File: src/rtl/vjtag_dmi_if.sv
// Request/response port between the virtual-JTAG bridge and the debug module.
// The master side issues requests and accepts responses.
interface vjtag_dmi_if #(
    parameter int ADDR_W = 7
);
    logic              req_valid;
    logic              req_ready;
    logic              req_write;
    logic [ADDR_W-1:0] req_addr;
    logic [31:0]       req_wdata;
    logic              resp_valid;
    logic              resp_ready;
    logic [31:0]       resp_rdata;
    logic              resp_err;

    modport master (
        output req_valid, req_write, req_addr, req_wdata, resp_ready,
        input  req_ready, resp_valid, resp_rdata, resp_err
    );

    modport slave (
        input  req_valid, req_write, req_addr, req_wdata, resp_ready,
        output req_ready, resp_valid, resp_rdata, resp_err
    );
endinterface

File: src/rtl/vjtag_dmi_bridge.sv
// Sequencer for a 1-bit-IR virtual JTAG tap: IDCODE on IR=0, and a
// {addr, data, op} access register on IR=1 that drives one bus transaction per update.
//
// state | meaning
// IDLE  | no transaction in flight, updates may launch a request
// REQ   | req_valid high, address/data/write held until req_ready
// RESP  | resp_ready high, waiting for resp_valid
module vjtag_dmi_bridge #(
    parameter logic [31:0] IDCODE = 32'h1000_0E31,
    parameter int          ADDR_W = 7
) (
    input  logic tck,
    input  logic reset_n,
    input  logic tdi,
    output logic tdo,
    input  logic ir_in,
    output logic ir_out,
    input  logic virtual_state_cdr,
    input  logic virtual_state_sdr,
    input  logic virtual_state_udr,
    input  logic jtag_state_tlr,
    output logic busy,
    vjtag_dmi_if.master dmi
);
    localparam int DR_W = ADDR_W + 34;

    typedef enum logic [1:0] {IDLE, REQ, RESP} state_t;

    state_t            state;
    logic [DR_W-1:0]   sr;
    logic [ADDR_W-1:0] req_addr_q;
    logic [31:0]       req_wdata_q;
    logic              req_write_q;
    logic [ADDR_W-1:0] last_addr;
    logic [31:0]       last_rdata;
    logic [1:0]        sticky;
    logic              pend_err;

    logic [1:0]  sticky_nxt;
    logic        pend_nxt;
    logic [1:0]  op;
    logic        op_rw;
    logic        upd_hit;
    logic        accept;
    logic        resp_done;
    logic        err_evt;
    logic [1:0]  cap_status;

    assign busy           = (state != IDLE);
    assign ir_out         = busy;
    assign tdo            = sr[0];
    assign dmi.req_valid  = (state == REQ);
    assign dmi.resp_ready = (state == RESP);
    assign dmi.req_addr   = req_addr_q;
    assign dmi.req_wdata  = req_wdata_q;
    assign dmi.req_write  = req_write_q;

    assign op         = sr[1:0];
    assign op_rw      = (op == 2'b01) || (op == 2'b10);
    assign upd_hit    = virtual_state_udr && ir_in;
    assign accept     = upd_hit && op_rw && !busy && (sticky == 2'b00);
    assign resp_done  = (state == RESP) && dmi.resp_valid;
    assign err_evt    = pend_err || (resp_done && dmi.resp_err);
    assign cap_status = busy ? 2'b11 : sticky;

    // An error that completes during TLR is parked in pend_err and folded in once TLR drops.
    always_comb begin
        sticky_nxt = sticky;
        pend_nxt   = 1'b0;
        if (jtag_state_tlr) begin
            sticky_nxt = 2'b00;
            pend_nxt   = err_evt;
        end else begin
            if (err_evt && (sticky != 2'b11))
                sticky_nxt = 2'b10;
            if (upd_hit) begin
                if (op == 2'b11)
                    sticky_nxt = 2'b00;
                else if (op_rw && busy)
                    sticky_nxt = 2'b11;
            end
        end
    end

    always_ff @(posedge tck or negedge reset_n) begin
        if (!reset_n) begin
            state       <= IDLE;
            sr          <= '0;
            req_addr_q  <= '0;
            req_wdata_q <= '0;
            req_write_q <= 1'b0;
            last_addr   <= '0;
            last_rdata  <= '0;
            sticky      <= 2'b00;
            pend_err    <= 1'b0;
        end else begin
            sticky   <= sticky_nxt;
            pend_err <= pend_nxt;

            if (jtag_state_tlr) begin
                sr <= '0;
            end else if (virtual_state_cdr) begin
                if (ir_in)
                    sr <= {last_addr, last_rdata, cap_status};
                else
                    sr <= {{(DR_W-32){1'b0}}, IDCODE};
            end else if (virtual_state_sdr) begin
                if (ir_in)
                    sr <= {tdi, sr[DR_W-1:1]};
                else
                    sr[31:0] <= {tdi, sr[31:1]};
            end

            case (state)
                IDLE: begin
                    if (accept) begin
                        req_addr_q  <= sr[DR_W-1 -: ADDR_W];
                        req_wdata_q <= sr[33:2];
                        req_write_q <= (op == 2'b10);
                        last_addr   <= sr[DR_W-1 -: ADDR_W];
                        state       <= REQ;
                    end
                end
                REQ: begin
                    if (dmi.req_ready)
                        state <= RESP;
                end
                RESP: begin
                    if (dmi.resp_valid) begin
                        if (!req_write_q)
                            last_rdata <= dmi.resp_rdata;
                        state <= IDLE;
                    end
                end
                default: state <= IDLE;
            endcase
        end
    end
endmodule

File: src/flat_wrapper.sv
// flat-port wrapper written by rule: the top's interface ports become plain ports
module vjtag_dmi_bridge_flat 
#(
    parameter logic [31:0] IDCODE = 32'h1000_0E31,
    parameter int          ADDR_W = 7
)
  (tck, reset_n, tdi, tdo, ir_in, ir_out, virtual_state_cdr, virtual_state_sdr, virtual_state_udr, jtag_state_tlr, busy, dmi_req_valid, dmi_req_write, dmi_req_addr, dmi_req_wdata, dmi_resp_ready, dmi_req_ready, dmi_resp_valid, dmi_resp_rdata, dmi_resp_err);
  vjtag_dmi_if #(.ADDR_W(ADDR_W)) dmi_i ();
  input  logic tck;
  input  logic reset_n;
  input  logic tdi;
  output logic tdo;
  input  logic ir_in;
  output logic ir_out;
  input  logic virtual_state_cdr;
  input  logic virtual_state_sdr;
  input  logic virtual_state_udr;
  input  logic jtag_state_tlr;
  output logic busy;
  output wire logic [$bits(dmi_i.req_valid)-1:0] dmi_req_valid;
  output wire logic [$bits(dmi_i.req_write)-1:0] dmi_req_write;
  output wire logic [$bits(dmi_i.req_addr)-1:0] dmi_req_addr;
  output wire logic [$bits(dmi_i.req_wdata)-1:0] dmi_req_wdata;
  output wire logic [$bits(dmi_i.resp_ready)-1:0] dmi_resp_ready;
  input wire logic [$bits(dmi_i.req_ready)-1:0] dmi_req_ready;
  input wire logic [$bits(dmi_i.resp_valid)-1:0] dmi_resp_valid;
  input wire logic [$bits(dmi_i.resp_rdata)-1:0] dmi_resp_rdata;
  input wire logic [$bits(dmi_i.resp_err)-1:0] dmi_resp_err;
  assign dmi_req_valid = dmi_i.req_valid;
  assign dmi_req_write = dmi_i.req_write;
  assign dmi_req_addr = dmi_i.req_addr;
  assign dmi_req_wdata = dmi_i.req_wdata;
  assign dmi_resp_ready = dmi_i.resp_ready;
  assign dmi_i.req_ready = dmi_req_ready;
  assign dmi_i.resp_valid = dmi_resp_valid;
  assign dmi_i.resp_rdata = dmi_resp_rdata;
  assign dmi_i.resp_err = dmi_resp_err;
  vjtag_dmi_bridge #(.IDCODE(IDCODE), .ADDR_W(ADDR_W)) u_core (.tck(tck), .reset_n(reset_n), .tdi(tdi), .tdo(tdo), .ir_in(ir_in), .ir_out(ir_out), .virtual_state_cdr(virtual_state_cdr), .virtual_state_sdr(virtual_state_sdr), .virtual_state_udr(virtual_state_udr), .jtag_state_tlr(jtag_state_tlr), .busy(busy), .dmi(dmi_i));
endmodule
File: config.mk
export PLATFORM = sky130hd
export DESIGN_NAME = vjtag_dmi_bridge_flat
export DESIGN_NICKNAME = d
export VERILOG_FILES = /design/src/rtl/vjtag_dmi_if.sv /design/src/rtl/vjtag_dmi_bridge.sv /design/src/flat_wrapper.sv
export SDC_FILE = /design/constraint.sdc
export NUM_CORES = 1
export LEC_CHECK = 0
export ABC_AREA = 1
export BUFFER_PORTS_ARGS = -buffer_cell sky130_fd_sc_hd__buf_4
export CAP_MARGIN = 10
export CORE_ASPECT_RATIO = 1.1
export CORE_UTILIZATION = 56
export CTS_CLUSTER_SIZE = 28
export DETAILED_ROUTE_END_ITERATION = 6
export HOLD_SLACK_MARGIN = 0.15
export PLACE_DENSITY = 0.78
export SLEW_MARGIN = 40
export SYNTH_ARGS = -nofsm -noshare
export SYNTH_HDL_FRONTEND = slang
export SYNTH_SLANG_ARGS = --single-unit
File: constraint.sdc
create_clock -name tck -period 1.76 [get_ports tck]
set_clock_uncertainty 0.15 [all_clocks]
set_input_delay 0.352 -clock tck [delete_from_list [all_inputs] [get_ports tck]]
set_output_delay 0.352 -clock tck [all_outputs]
set_load 0.01 [all_outputs]
==> Word-level counts from Yosys, hierarchy flattened <==
Index checks and enable logic that the tools add are counted.
{ "word_totals": {"reg_bits": 118, "in_bits": 43, "out_inout_bits": 45, "word_cells": 56} }
{ "op_classes": {"n_eq_ne": 9, "mux": 17, "bitwise_logic": 1, "n_reduce_logical": 20} }
{ "ops": {"columns": ["cell", "count"], "rows": [
  ["$mux 41", 4],
  ["$mux 32", 1],
  ["$mux 2", 9],
  ["$mux 9", 1],
  ["$logic_and 1x1->1", 8],
  ["$eq 2x2->1 const B", 3],
  ["$ne 2x1->1 const B", 3],
  ["$pmux 2 s3", 1],
  ["$reduce_and 3->1", 2],
  ["$reduce_bool 3->1", 2],
  ["$eq 2x1->1 const B", 2],
  ["$logic_not 2->1", 2],
  ["$reduce_and 2->1", 2],
  ["$logic_or 1x1->1", 2],
  ["$ne 2x2->1 const B", 1],
  ["$reduce_bool 2->1", 1],
  ["$logic_not 1->1", 1],
  ["$mux 1", 1],
  ["$not 1->1", 1]
]} }

==> Logic depth before layout (Yosys ltp) <==
Gate-level depths: netlist (run 1).
{ "depth": {"word_depth": 10, "mapped_depth": 7, "ltp_nobuf": 7} }

==> Worst setup path before layout (run 1) <==
Ideal clock, no wire load.
{ "synth_path": {"kind": "reg2reg", "start": "register u_core.sr[0]", "end": "register u_core.req_wdata_q[7], in the netlist u_core.dmi.req_wdata[7]", "setup_time_ns": 0.118, "t_arrival_ns": 1.348, "required_time_ns": 1.492, "path_slack_ns": 0.144, "stages_incl_launch_ff": 8, "path_buffers": 1, "synth_period_minus_slack_ns": 1.616, "path_cell_list": "dfrtp_1 inv_1 ha_1 nor2_2 nand3_4 buf_6 nand2_1 o21ai_2"} }
{ "synth_via": {"elab_chain_cells": 6, "word_cells_on_any_way": 7, "classes_between": "2 x eq/ne; 5 x reduce/logical"} }
{ "synth_lines": {"columns": ["item", "line_no", "text"], "rows": [
  ["from (decl)", "vjtag_dmi_bridge.sv:30", "logic [DR_W-1:0] sr;"],
  ["from (signal assigned)", "vjtag_dmi_bridge.sv:104", "sr <= {last_addr, last_rdata, cap_status};"],
  ["from (signal assigned)", "vjtag_dmi_bridge.sv:106", "sr <= {{(DR_W-32){1'b0}}, IDCODE};"],
  ["from (signal assigned)", "vjtag_dmi_bridge.sv:109", "sr <= {tdi, sr[DR_W-1:1]};"],
  ["$eq 2x1->1 / $eq 2x2->1 (equally long branches)", "vjtag_dmi_bridge.sv:59", "assign op_rw = (op == 2'b01) || (op == 2'b10);"],
  ["$logic_or 1x1->1 (*)", "vjtag_dmi_bridge.sv:59", null],
  ["$logic_and 1x1->1 (*) (3 in series)", "vjtag_dmi_bridge.sv:61", "assign accept = upd_hit && op_rw && !busy && (sticky == 2'b00);"],
  ["$reduce_and 2->1 (no line) (*)", null, null],
  ["to (signal assigned)", "vjtag_dmi_bridge.sv:118", "req_wdata_q <= sr[33:2];"],
  ["to (decl)", "vjtag_dmi_bridge.sv:32", "logic [31:0] req_wdata_q;"]
]} }
Mark *: on every way between the ends. The rest lies on a longest branch, timed or not.
A chain may end at the register's enable or synchronous reset.

==> Final worst setup path (run 1) <==
{ "layout_path": {"start": "register u_core.state[1]", "end": "output dmi_resp_ready"} }
{ "layout_via": {"elab_chain_cells": 1} }
{ "layout_lines": {"columns": ["item", "line_no", "text"], "rows": [
  ["from (decl)", "vjtag_dmi_bridge.sv:29", "state_t state;"],
  ["from (signal assigned)", "vjtag_dmi_bridge.sv:87", "state <= IDLE;"],
  ["from (signal assigned)", "vjtag_dmi_bridge.sv:121", "state <= REQ;"],
  ["from (signal assigned)", "vjtag_dmi_bridge.sv:126", "state <= RESP;"],
  ["$eq 2x2->1", "vjtag_dmi_bridge.sv:53", "assign dmi.resp_ready = (state == RESP);"],
  ["to (decl)", "flat_wrapper.sv:24", "output wire logic [$bits(dmi_i.resp_ready)-1:0] dmi_resp_ready;"]
]} }
Every way passes these cells.

==> results.ini, run 1 <==
[outcome]
status = finished with violations
violations = setup timing

[finish]
n_antenna_cell = 0
drive_gt1_share_pct = 26.7
fin_cells = 838
area_delta_synth_final_pct = 35.2
fillers = 580
nNetsFinal = 756

[die]
fp-row-count = 36
die_h_um = 103
coreArea_um2 = 8960
die_x_um = 93.9
initial_utilization_pct = 58.1
die_area_um2 = 9680
num_io_pins = 88

[placement]
dp.cells = 761
post-dp-hpwl_mm = 7.89
port_buffers = 87
place.gp.congestion = 0.850
preCtsSetupSlack_ns = 0.0598

[synth]
yosysTopAreaCell = dfrtp_1
synth.avg_cell_area_um2 = 9.07
synthArstFlopShare_pct = 100
syn_nets = 619
ys_types = 25
syn-cell-area_um2 = 5200
synth_warnings = 0
synth_edf_count = 0
synthTopCellsByCount = 189 x nand2_1, 118 x dfrtp_1, 57 x inv_1
synthTopCellsByArea = dfrtp_1 57%, nand2_1 14%, o21ai_2 6.7%
synthFlopType = dfrtp_1
syn_inst = 574
synth_top_area_share_pct = 56.7
synth-seq-cells = 118
ys_seq_area_share_pct = 56.7
post-synth-top-count-cell = nand2_1

[critical_path]
rr_worst_depth = 6
r2r_slack_ns = 0.10
timing.rr.end = u_core.dmi.req_wdata[21]$_DFFE_PN0P_
start_kind = flip-flop
crit_path_start = u_core.state[1]$_DFFE_PN0P_
crit_arrival_ns = 1.30
required_ns = 1.26
critical_path_peak_fanout = 3
critical_path_class = flip-flop to primary output
end_kind = primary output
reg2reg_from = u_core.sr[1]$_DFFE_PN0P_

[clocking]
clock_latency_ns = 0.53
cts.sinks = 118
h-tree-depth = 4
cts_root_buffer = clkbuf_8
path_clk_slew_ns = 0.06
cts_tree = yes
cts_made_buffers = 17
clockBufferDepth = 2

[timing]
finalHoldViolCount = 0
slew_headroom_pct = 68.1
final.setup.tns_ns = -0.0856
rsz0062_at_grt = yes
max_freq_ghz = 0.556
setup_slack_ns = -0.0393
period_share_pct = 102
setup_violations = 4
finalCriticalPeriod_ns = 1.80
max_slew.worst_pin.slew_ns = 0.478
slew_viol_final = 0
whs_ns = 0.159

[grt]
grt_pass1_wl_mm = 20.6
grt_usage_pct = 28.2
antenna_found_initial = 0
grt_max_degree = 66
grt_pass1_vias = 4471
grt_overflow_total = 0

[route]
highest_layer = met4
ant_nets = 0
wl_per_cell_um = 15.2
drt_first_pass_iters = 5
wirelength_met1_mm = 5.21
dr_total_vias = 4513
met2WireLength_mm = 6.57
met3_length_um = 659
routed_wl_mm = 12.7
drc = 0
drt_iter0_markers = 274
vias_per_cell = 5.39

[worst_hold_path]
hold_class = primary input to flip-flop
min_to = u_core.sr[4]$_DFFE_PN0P_
hold_start = virtual_state_cdr
hold_depth = 3

[pwr]
power.leakage_nw = 3.45
irDropWorstVdd_mv = 0.970
p_per_area_nw_per_um2 = 1270

[run]
maxCapViolCount = 0

-- layout make-up --
cell class                      count  area (µm²)  share of cell area, %
Clock inverter                      8         143                   2.03
Inverter                           60         228                   3.24
Sequential cell                   118        2950                   42.0
Tap cell                          114         143                   2.03
Multi-Input combinational cell    366        1820                   25.8
Timing Repair Buffer              148        1260                   18.0
Clock buffer                       24         490                   6.97
-- report_power, final --
| part | internal, mW | leakage [nW] | switching [mW] | total [mW] |
|---|---|---|---|---|
| sequential | 3.29 | 1.58 | 0.330 | 3.62 |
| clock | 2.48 | 0.311 | 1.16 | 3.64 |
| combinational | 0.741 | 1.56 | 0.906 | 1.65 |
-- worst max-delay path: stages (launching register included) --
cell and delay [ns]:
dfrtp_1 0.40, inv_2 0.08, nor2_4 0.16, buf_6 0.12
-- routing by layer --
metal,vias to the layer above,GRT usage [%]
li1,2117,-
met1,2197,34.3
met2,167,48.4
met3,32,7.37
met4,0,11.1
met5,-,0
-- worst max-delay path by stage --
stage | cells after the start | endpoint | slack, ns
after floorplan | 7 | u_core.dmi.req_wdata[7]$_DFFE_PN0P_ | 0.14
after global placement | 6 | u_core.dmi.req_wdata[19]$_DFFE_PN0P_ | 0.12
after detailed placement | 7 | u_core.sr[8]$_DFFE_PN0P_ | 0.06
after CTS | 3 | dmi_resp_ready | -0.04
after global routing | 3 | dmi_req_valid | -0.08
final | 3 | dmi_resp_ready | -0.04
-- stage by stage --
stage / util [%] / total power, mW / area (µm²)
final: 78.5 / 8.91 / 7040
after CTS: 78.3 / 8.91 / 7020
after global routing: 78.5 / 9.30 / 7040
after global placement: 66.2 / 5.08 / 5930
after floorplan: - / 4.50 / 5200
after detailed placement: 66.2 / 5.16 / 5930
-- sequential cells by signal (all words and copies together) (netlist names) --
| register | flops |
|---|---|
| u_core.dmi.req_addr | 7 |
| u_core.dmi.req_wdata | 32 |
| u_core.dmi.req_write | 1 |
| u_core.last_rdata | 32 |
| u_core.pend_err | 1 |
| u_core.sr | 41 |
| u_core.state | 2 |
| u_core.sticky | 2 |
-- cell families (layout without fill, tap and decap cells) --
group	Yosys count	count (layout)	synth area share (%)
AND/OR/NAND/NOR	241	241	18.8
AO/OA/AOI/OAI	123	123	15.2
flip-flops	118	118	56.7
adder cells (fa/ha/maj)	2	2	0.481
buffers and inverters	90	240	8.82
-- cell usage in the layout, fill, tap and decap left out, types with 16 or more instances in the layout --
cell type and n:
inv_1 56, dfrtp_1 118, buf_4 101, dlygate4sd3_1 40, o21ai_0 46, nand2_1 188
o21ai_1 21, nand3_1 33, clkbuf_16 16, o21ai_2 40
-- repair_timing --
| item | in CTS | in global routing |
|---|---|---|
| pin swaps | 1 | 0 |
| hold buffers | 41 | 0 |
| hold endpoints to repair | 163 | 0 |
| buffers inserted | 3 | 2 |
| endpoints found under the setup margin | 4 | 10 |
| gates resized for setup | 8 | 2 |
(Power assumes the default switching activity.)
==> inputs of run 2 (changes only) <==
--- a/config.mk
+++ b/config.mk
@@ -5,15 +5,16 @@
 export SDC_FILE = /design/constraint.sdc
 export NUM_CORES = 1
 export LEC_CHECK = 0
-export ABC_AREA = 1
+export ABC_AREA = 0
 export BUFFER_PORTS_ARGS = -buffer_cell sky130_fd_sc_hd__buf_4
 export CAP_MARGIN = 10
 export CORE_ASPECT_RATIO = 1.1
 export CORE_UTILIZATION = 56
 export CTS_CLUSTER_SIZE = 28
 export DETAILED_ROUTE_END_ITERATION = 6
+export GPL_TIMING_DRIVEN = 0
 export HOLD_SLACK_MARGIN = 0.15
-export PLACE_DENSITY = 0.78
+export PLACE_DENSITY = 0.77
 export SLEW_MARGIN = 40
 export SYNTH_ARGS = -nofsm -noshare
 export SYNTH_HDL_FRONTEND = slang
==> results.ini, run 2 <==
[placement]
port_buffers = 84  ; was 87
post-dp-hpwl_mm = 7.53  ; was 7.89 mm
dp.cells = 605  ; was 761
place.gp.congestion = 0.828  ; was 0.850

[finish]
regMostFlops = u_core.sr  ; unchanged
largest_reg_flops = 41  ; unchanged
final_common_cell = dfrtp_1  ; was nand2_1
nNetsFinal = 612  ; was 756
fillers = 492  ; was 580
fin_cells = 693  ; was 838
n_antenna_cell = 0  ; unchanged
drive_gt1_share_pct = 43.7  ; was 26.7%
post-route-util_pct = 82.7  ; was 78.5%
area_delta_synth_final_pct = 41.2  ; was 35.2%
layout_common_cells = 118 x dfrtp_1, 87 x buf_4, 71 x mux2_4  ; was 188 x nand2_1, 118 x dfrtp_1, 101 x buf_4

[synth]
syn-cell-area_um2 = 5280  ; was 5200 µm²
synthArstFlopShare_pct = 100  ; unchanged
synthTopCellsByArea = dfrtp_1 56%, mux2_2 13%, mux2_4 11%  ; was dfrtp_1 57%, nand2_1 14%, o21ai_2 6.7%
synth-seq-cells = 118  ; unchanged
syn_inst = 406  ; was 574
synth_top_area_share_pct = 56.0  ; was 56.7%
synth_warnings = 0  ; unchanged
synth_edf_count = 0  ; unchanged
syn_nets = 451  ; was 619
synthTopCellsByCount = 118 x dfrtp_1, 63 x mux2_2, 43 x nand2_1  ; was 189 x nand2_1, 118 x dfrtp_1, 57 x inv_1
ys_seq_area_share_pct = 56.0  ; was 56.7%
post-synth-top-count-cell = dfrtp_1  ; was nand2_1
ys_types = 36  ; was 25
yosysTopAreaCell = dfrtp_1  ; unchanged
synthFlopType = dfrtp_1  ; unchanged
synth.avg_cell_area_um2 = 13.0  ; was 9.07 µm²

[pwr]
seqPwrFrac_pct = 41.4  ; was 40.6%
power.leakage_nw = 3.65  ; was 3.45 nW
power.switching_mw = 2.37  ; was 2.40 mW
pwr-share-comb_pct = 23.2  ; was 18.5%
switching_share_pct = 25.9  ; was 26.9%
irDropWorstVdd_mv = 0.842  ; was 0.970 mV
p_per_area_nw_per_um2 = 1230  ; was 1270 nW/µm²
power.total_mw = 9.16  ; was 8.91 mW
clkPwrFrac_pct = 35.4  ; was 40.9%
intPower_mw = 6.78  ; was 6.51 mW

[timing]
period_share_pct = 127  ; was 102%
rsz0062_at_grt = yes  ; unchanged
finalHoldViolCount = 0  ; unchanged
slew_viol_final = 0  ; unchanged
finalCriticalPeriod_ns = 2.23  ; was 1.80 ns
max_freq_ghz = 0.448  ; was 0.556 GHz
setup_slack_ns = -0.470  ; was -0.0393 ns
whs_ns = 0.187  ; was 0.159 ns
final.setup.tns_ns = -20.97  ; was -0.0856 ns
max_slew.worst_pin.slew_ns = 0.692  ; was 0.478 ns
slew_headroom_pct = 53.8  ; was 68.1%
setup_violations = 76  ; was 4

[grt]
grt_overflow_total = 0  ; unchanged
grt_pass1_wl_mm = 22.6  ; was 20.6 mm
grt_usage_pct = 31.2  ; was 28.2%
grt_pass1_vias = 4374  ; was 4471
antenna_found_initial = 0  ; unchanged
grt_max_degree = 61  ; was 66
use_met3_pct = 7.56  ; was 7.37%
use_met1_pct = 38.8  ; was 34.3%
use_met2_pct = 51.8  ; was 48.4%
grt-busiest-layer = met2  ; unchanged

[clocking]
clock_latency_ns = 0.52  ; was 0.53 ns
cts_root_buffer = clkbuf_8  ; unchanged
path_clk_slew_ns = 0.06  ; about the same
cts_tree = yes  ; unchanged
h-tree-depth = 4  ; unchanged
cts.sinks = 118  ; unchanged
clockBufferDepth = 2  ; unchanged
cts_made_buffers = 17  ; unchanged

[critical_path]
crit_buf_inv = 3  ; was 2
crit_family = simple AND/OR/NAND/NOR gates  ; was flip-flops
end_kind = flip-flop  ; was primary output
cpMaxStageDelayCell = or4_4  ; was dfrtp_1
start_kind = flip-flop  ; unchanged
cpPeakStageDelay_ns = 0.43  ; was 0.40 ns
crit_chain = inv_1, ha_1, nand3b_1, or4_4, buf_8, buf_12, mux2_4  ; was inv_2, nor2_4, buf_6
required_ns = 2.01  ; was 1.26 ns
critical_path_class = flip-flop to flip-flop  ; was flip-flop to primary output
critical_path_peak_fanout = 10  ; was 3
crit_arrival_ns = 2.48  ; was 1.30 ns

[run]
maxCapViolCount = 0  ; unchanged

[route]
dr_total_vias = 4066  ; was 4513
wl_per_cell_um = 20.5  ; was 15.2 µm
vias_per_cell = 5.87  ; was 5.39
drc = 0  ; unchanged
drt_iter0_markers = 351  ; was 274
drt_first_pass_iters = 5  ; unchanged
ant_nets = 0  ; unchanged
routed_wl_mm = 14.2  ; was 12.7 mm

[die]
fp-row-count = 36  ; unchanged
die_area_um2 = 9810  ; was 9680 µm²
num_io_pins = 88  ; unchanged
die_x_um = 94.6  ; was 93.9 µm
coreArea_um2 = 9010  ; was 8960 µm²
die_h_um = 104  ; was 103 µm
initial_utilization_pct = 58.6  ; was 58.1%

[outcome]
status = finished with violations  ; unchanged
violations = setup timing  ; unchanged

[worst_hold_path]
hold_class = primary input to flip-flop  ; unchanged

run 2: cell count changes after synthesis, sizes merged, moves of 13 or more:
cell / previous run / this run
a21oi: 2 / 25
buf: 25 / 12
o21ai: 107 / 11
clkbuf: 5 / 19
nand2: 192 / 43
inv: 60 / 4
mux2: 0 / 102
run 2: cells by family after synthesis:
kind of cell | synth area share, %
adders and majority gates | 0.474
muxes | 24.7
AOI/OAI and AO/OA | 7.00
DFF | 56.0
buffers and inverters | 4.10
and+or+nand+nor | 7.73
run 2: power groups by stage:
stage	clock, mW	sequential [mW]	combinational [mW]
after floorplan	0	3.74	0.987
after global placement	0	3.76	1.57
after detailed placement	0	3.78	1.63
after CTS	3.23	3.76	2.05
after global routing	3.38	3.86	2.26
final	3.24	3.79	2.12
run 2: repair_timing:
item                                    in CTS  in global routing
resized for setup                           59                 14
hold buffers                                39                  0
pin swaps                                    1                  1
endpoints found under the setup margin      74                 78
endpoints found under the hold margin      157                  0
buffers inserted                            18                  3
gates cloned                                 3                  0
run 2: area by class of cell:
| type | instances | area [µm²] | area share [%] |
|---|---|---|---|
| Sequential cell | 118 | 2950 | 39.6 |
| Multi-Input combinational cell | 252 | 2260 | 30.3 |
| Timing Repair Buffer | 146 | 1340 | 17.9 |
| Clock buffer | 22 | 453 | 6.08 |
| Buffer | 27 | 186 | 2.50 |
| Tap cell | 114 | 143 | 1.91 |
| Clock inverter | 9 | 103 | 1.38 |
| Inverter | 5 | 18.8 | 0.252 |
run 2: layer usage:
metal	up-vias	wire length, µm
li1	1761	-
met1	2062	5700
met2	209	7330
met3	34	834
met4	0	368
met5	-	0
run 2: path summary, 6_finish.rpt:
check,slack [ns],startpoint,depth (start not counted),endpoint
worst max register to register,-0.47,u_core.sr[0]$_DFFE_PN0P_,7,u_core.dmi.req_wdata[25]$_DFFE_PN0P_
worst min register to register,0.36,u_core.last_rdata[16]$_DFFE_PN0P_,1,u_core.last_rdata[16]$_DFFE_PN0P_
worst min-delay path,0.19,dmi_resp_valid,3,u_core.sticky[0]$_DFF_PN0_
worst max-delay path,-0.47,u_core.sr[0]$_DFFE_PN0P_,7,u_core.dmi.req_wdata[25]$_DFFE_PN0P_
min in group asynchronous,0.21,reset_n,2,u_core.dmi.req_wdata[8]$_DFFE_PN0P_
max in group asynchronous,0.62,reset_n,3,u_core.sr[21]$_DFFE_PN0P_
run 2: worst register-to-register path: cells and delay by family (launching register included):
family / cells / cell delay, ns
fa+ha+maj: 1 / 0.29
simple gates: 2 / 0.62
buf+inv: 3 / 0.37
flops: 1 / 0.37
mux: 1 / 0.31
run 2: metrics by stage:
stage | worst slack (ns) | instance area, µm²
6_report | -0.470 | 7450
5_1_grt | -0.510 | 7450
2_1_floorplan | -0.400 | 5290
4_1_cts | -0.407 | 7440
3_5_place_dp | -0.481 | 6100
3_3_place_gp | -0.456 | 6060
==> inputs of run 3 (changes only) <==
--- a/config.mk
+++ b/config.mk
@@ -9,12 +9,12 @@
 export BUFFER_PORTS_ARGS = -buffer_cell sky130_fd_sc_hd__buf_4
 export CAP_MARGIN = 10
 export CORE_ASPECT_RATIO = 1.1
-export CORE_UTILIZATION = 56
+export CORE_UTILIZATION = 51
 export CTS_CLUSTER_SIZE = 28
 export DETAILED_ROUTE_END_ITERATION = 6
 export GPL_TIMING_DRIVEN = 0
 export HOLD_SLACK_MARGIN = 0.15
-export PLACE_DENSITY = 0.77
+export PLACE_DENSITY = 0.74
 export SLEW_MARGIN = 40
 export SYNTH_ARGS = -nofsm -noshare
 export SYNTH_HDL_FRONTEND = slang
==> constraint.sdc (replaced) <==
create_clock -name tck -period 2 [get_ports tck]
set_clock_uncertainty 0.15 [all_clocks]
set_input_delay 0.4 -clock tck [delete_from_list [all_inputs] [get_ports tck]]
set_output_delay 0.4 -clock tck [all_outputs]
set_load 0.01 [all_outputs]
==> results.ini, run 3 (synthesis results as in run 2) <==
[outcome]
status = finished with violations  ; unchanged
violations = setup timing  ; unchanged

[clocking]
cts_made_buffers = 17  ; unchanged
cts_tree = yes  ; unchanged
h-tree-depth = 4  ; unchanged
cts.sinks = 118  ; unchanged
path_clk_slew_ns = 0.06  ; about the same
clockBufferDepth = 2  ; unchanged
clock_latency_ns = 0.52  ; about the same
cts_root_buffer = clkbuf_8  ; unchanged

[timing]
rsz0062_at_grt = yes  ; unchanged
setup_violations = 40  ; was 76
slew_viol_final = 0  ; unchanged
slew_headroom_pct = 54.8  ; was 53.8%
finalCriticalPeriod_ns = 2.17  ; was 2.23 ns
final.setup.tns_ns = -6.40  ; was -20.97 ns
period_share_pct = 109  ; was 127%
finalHoldViolCount = 0  ; unchanged
setup_slack_ns = -0.174  ; was -0.470 ns
max_freq_ghz = 0.460  ; was 0.448 GHz
max_slew.worst_pin.slew_ns = 0.677  ; was 0.692 ns

[finish]
largest_reg_flops = 41  ; unchanged
fillers = 652  ; was 492
nNetsFinal = 602  ; was 612
fin_area_um2 = 7260  ; was 7450 µm²
layout_common_cells = 118 x dfrtp_1, 93 x buf_4, 63 x mux2_2  ; was 118 x dfrtp_1, 87 x buf_4, 71 x mux2_4
final_common_cell = dfrtp_1  ; unchanged
fin_cells = 690  ; was 693
regMostFlops = u_core.sr  ; unchanged
n_antenna_cell = 0  ; unchanged
drive_gt1_share_pct = 43.0  ; was 43.7%
area_delta_synth_final_pct = 37.6  ; was 41.2%

[placement]
port_buffers = 84  ; unchanged
place.gp.congestion = 0.797  ; was 0.828
place_area_um2 = 6100  ; about the same
dp.cells = 611  ; was 605
post-dp-hpwl_mm = 7.60  ; was 7.53 mm
preCtsSetupSlack_ns = -0.358  ; was -0.481 ns

[critical_path]
crit_arrival_ns = 2.42  ; was 2.48 ns
required_ns = 2.25  ; was 2.01 ns
start_kind = flip-flop  ; unchanged
rr_worst_depth = 7  ; unchanged
end_kind = flip-flop  ; unchanged
critical_path_class = flip-flop to flip-flop  ; unchanged
critical_path_peak_fanout = 10  ; unchanged
r2r_slack_ns = -0.17  ; was -0.47 ns
reg2reg_from = u_core.sr[0]$_DFFE_PN0P_  ; unchanged
timing.rr.end = u_core.dmi.req_wdata[22]$_DFFE_PN0P_  ; was u_core.dmi.req_wdata[25]$_DFFE_PN0P_

[pwr]
power.switching_mw = 1.99  ; was 2.37 mW
irDropWorstVdd_mv = 0.584  ; was 0.842 mV
intPower_mw = 6.22  ; was 6.78 mW
pwr-share-comb_pct = 18.9  ; was 23.2%
power.leakage_nw = 3.53  ; was 3.65 nW
switching_share_pct = 24.3  ; was 25.9%
p_per_area_nw_per_um2 = 1130  ; was 1230 nW/µm²
clkPwrFrac_pct = 40.9  ; was 35.4%
seqPwrFrac_pct = 40.2  ; was 41.4%

[grt]
grt_overflow_total = 0  ; unchanged
grt_pass1_wl_mm = 19.4  ; was 22.6 mm
grt_usage_pct = 24.1  ; was 31.2%
antenna_found_initial = 0  ; unchanged
grt_pass1_vias = 3839  ; was 4374
grt_max_degree = 61  ; unchanged

[route]
ant_nets = 0  ; unchanged
drt_first_pass_iters = 4  ; was 5
routed_wl_mm = 11.9  ; was 14.2 mm
drt_iter0_markers = 212  ; was 351
wl_per_cell_um = 17.2  ; was 20.5 µm
vias_per_cell = 5.38  ; was 5.87
drc = 0  ; unchanged
dr_total_vias = 3714  ; was 4066

[die]
initial_utilization_pct = 52.8  ; was 58.6%
die_area_um2 = 10800  ; was 9810 µm²
num_io_pins = 88  ; unchanged
fp-row-count = 38  ; was 36
coreArea_um2 = 9980  ; was 9010 µm²
die_h_um = 109  ; was 104 µm
die_x_um = 99.0  ; was 94.6 µm

[run]
maxCapViolCount = 0  ; unchanged

[worst_hold_path]
hold_class = primary input to flip-flop  ; unchanged
min_to = u_core.pend_err$_DFF_PN0_  ; was u_core.sticky[0]$_DFF_PN0_
hold_depth = 2  ; was 3
hold_start = jtag_state_tlr  ; was dmi_resp_valid

[run 3: final cells by class]
class | count | area (µm²) | area share (%)
sequential | 118 | 2950 | 40.7
multi-input combinational | 252 | 2130 | 29.4
timing repair buffer | 133 | 1140 | 15.7
clock buffer | 18 | 428 | 5.89
clock inverter | 14 | 230 | 3.17
buffer | 30 | 213 | 2.93
tap | 120 | 150 | 2.07
inverter | 5 | 18.8 | 0.258
[run 3: worst max-delay path: stages (launching register included)]
cell	delay, ns
dfrtp_1	0.34
inv_1	0.04
ha_1	0.28
nand3b_1	0.18
or4_4	0.45
buf_12	0.17
buf_12	0.15
mux2_4	0.30
[run 3: stage by stage]
step | power (mW) | utilization [%] | hold WS (ns)
global placement | 4.69 | 60.7 | 0.342
detailed placement | 4.76 | 61.1 | 0.204
CTS | 8.22 | 72.2 | 0.152
finish | 8.21 | 72.7 | 0.187
floorplan | 4.15 | - | -0.0456
global route | 8.55 | 72.7 | 0.185
[run 3: worst max-delay path by stage]
stage,start,to,cells past startpoint
after floorplan,u_core.sr[0]$_DFFE_PN0P_,u_core.dmi.req_addr[0]$_DFFE_PN0P_,7
after global placement,u_core.state[0]$_DFFE_PN0P_,u_core.last_rdata[3]$_DFFE_PN0P_,4
after detailed placement,u_core.state[0]$_DFFE_PN0P_,u_core.last_rdata[8]$_DFFE_PN0P_,4
after CTS,u_core.sr[0]$_DFFE_PN0P_,u_core.dmi.req_wdata[22]$_DFFE_PN0P_,7
after global routing,u_core.sr[0]$_DFFE_PN0P_,u_core.dmi.req_wdata[6]$_DFFE_PN0P_,7
final,u_core.sr[0]$_DFFE_PN0P_,u_core.dmi.req_wdata[22]$_DFFE_PN0P_,7
[run 3: what timing repair did]
action | CTS | global route
hold endpoints to repair | 156 | 0
hold buffers | 38 | 0
pin swaps | 1 | 0
gates cloned | 0 | 0
gates resized for setup | 6 | 9
endpoints found under the setup margin | 75 | 71
setup buffers | 6 | 4
[run 3: power by group through the flow]
stage / Combinational (mW) / Sequential, mW / Clock, mW
2_1_floorplan: 0.866 / 3.29 / 0
6_report: 1.55 / 3.30 / 3.36
3_3_place_gp: 1.38 / 3.31 / 0
5_1_grt: 1.68 / 3.36 / 3.51
4_1_cts: 1.54 / 3.30 / 3.39
3_5_place_dp: 1.44 / 3.32 / 0
[run 3: layer usage]
| layer | GRT usage (%) | up-vias | part of all wire [%] |
|---|---|---|---|
| met3 | 6.73 | 19 | 5.0 |
| met5 | 0 | - | 0 |
| met1 | 31.0 | 1824 | 43 |
| li1 | - | 1747 | - |
| met4 | 9.28 | 0 | 2.0 |
| met2 | 39.2 | 124 | 50 |
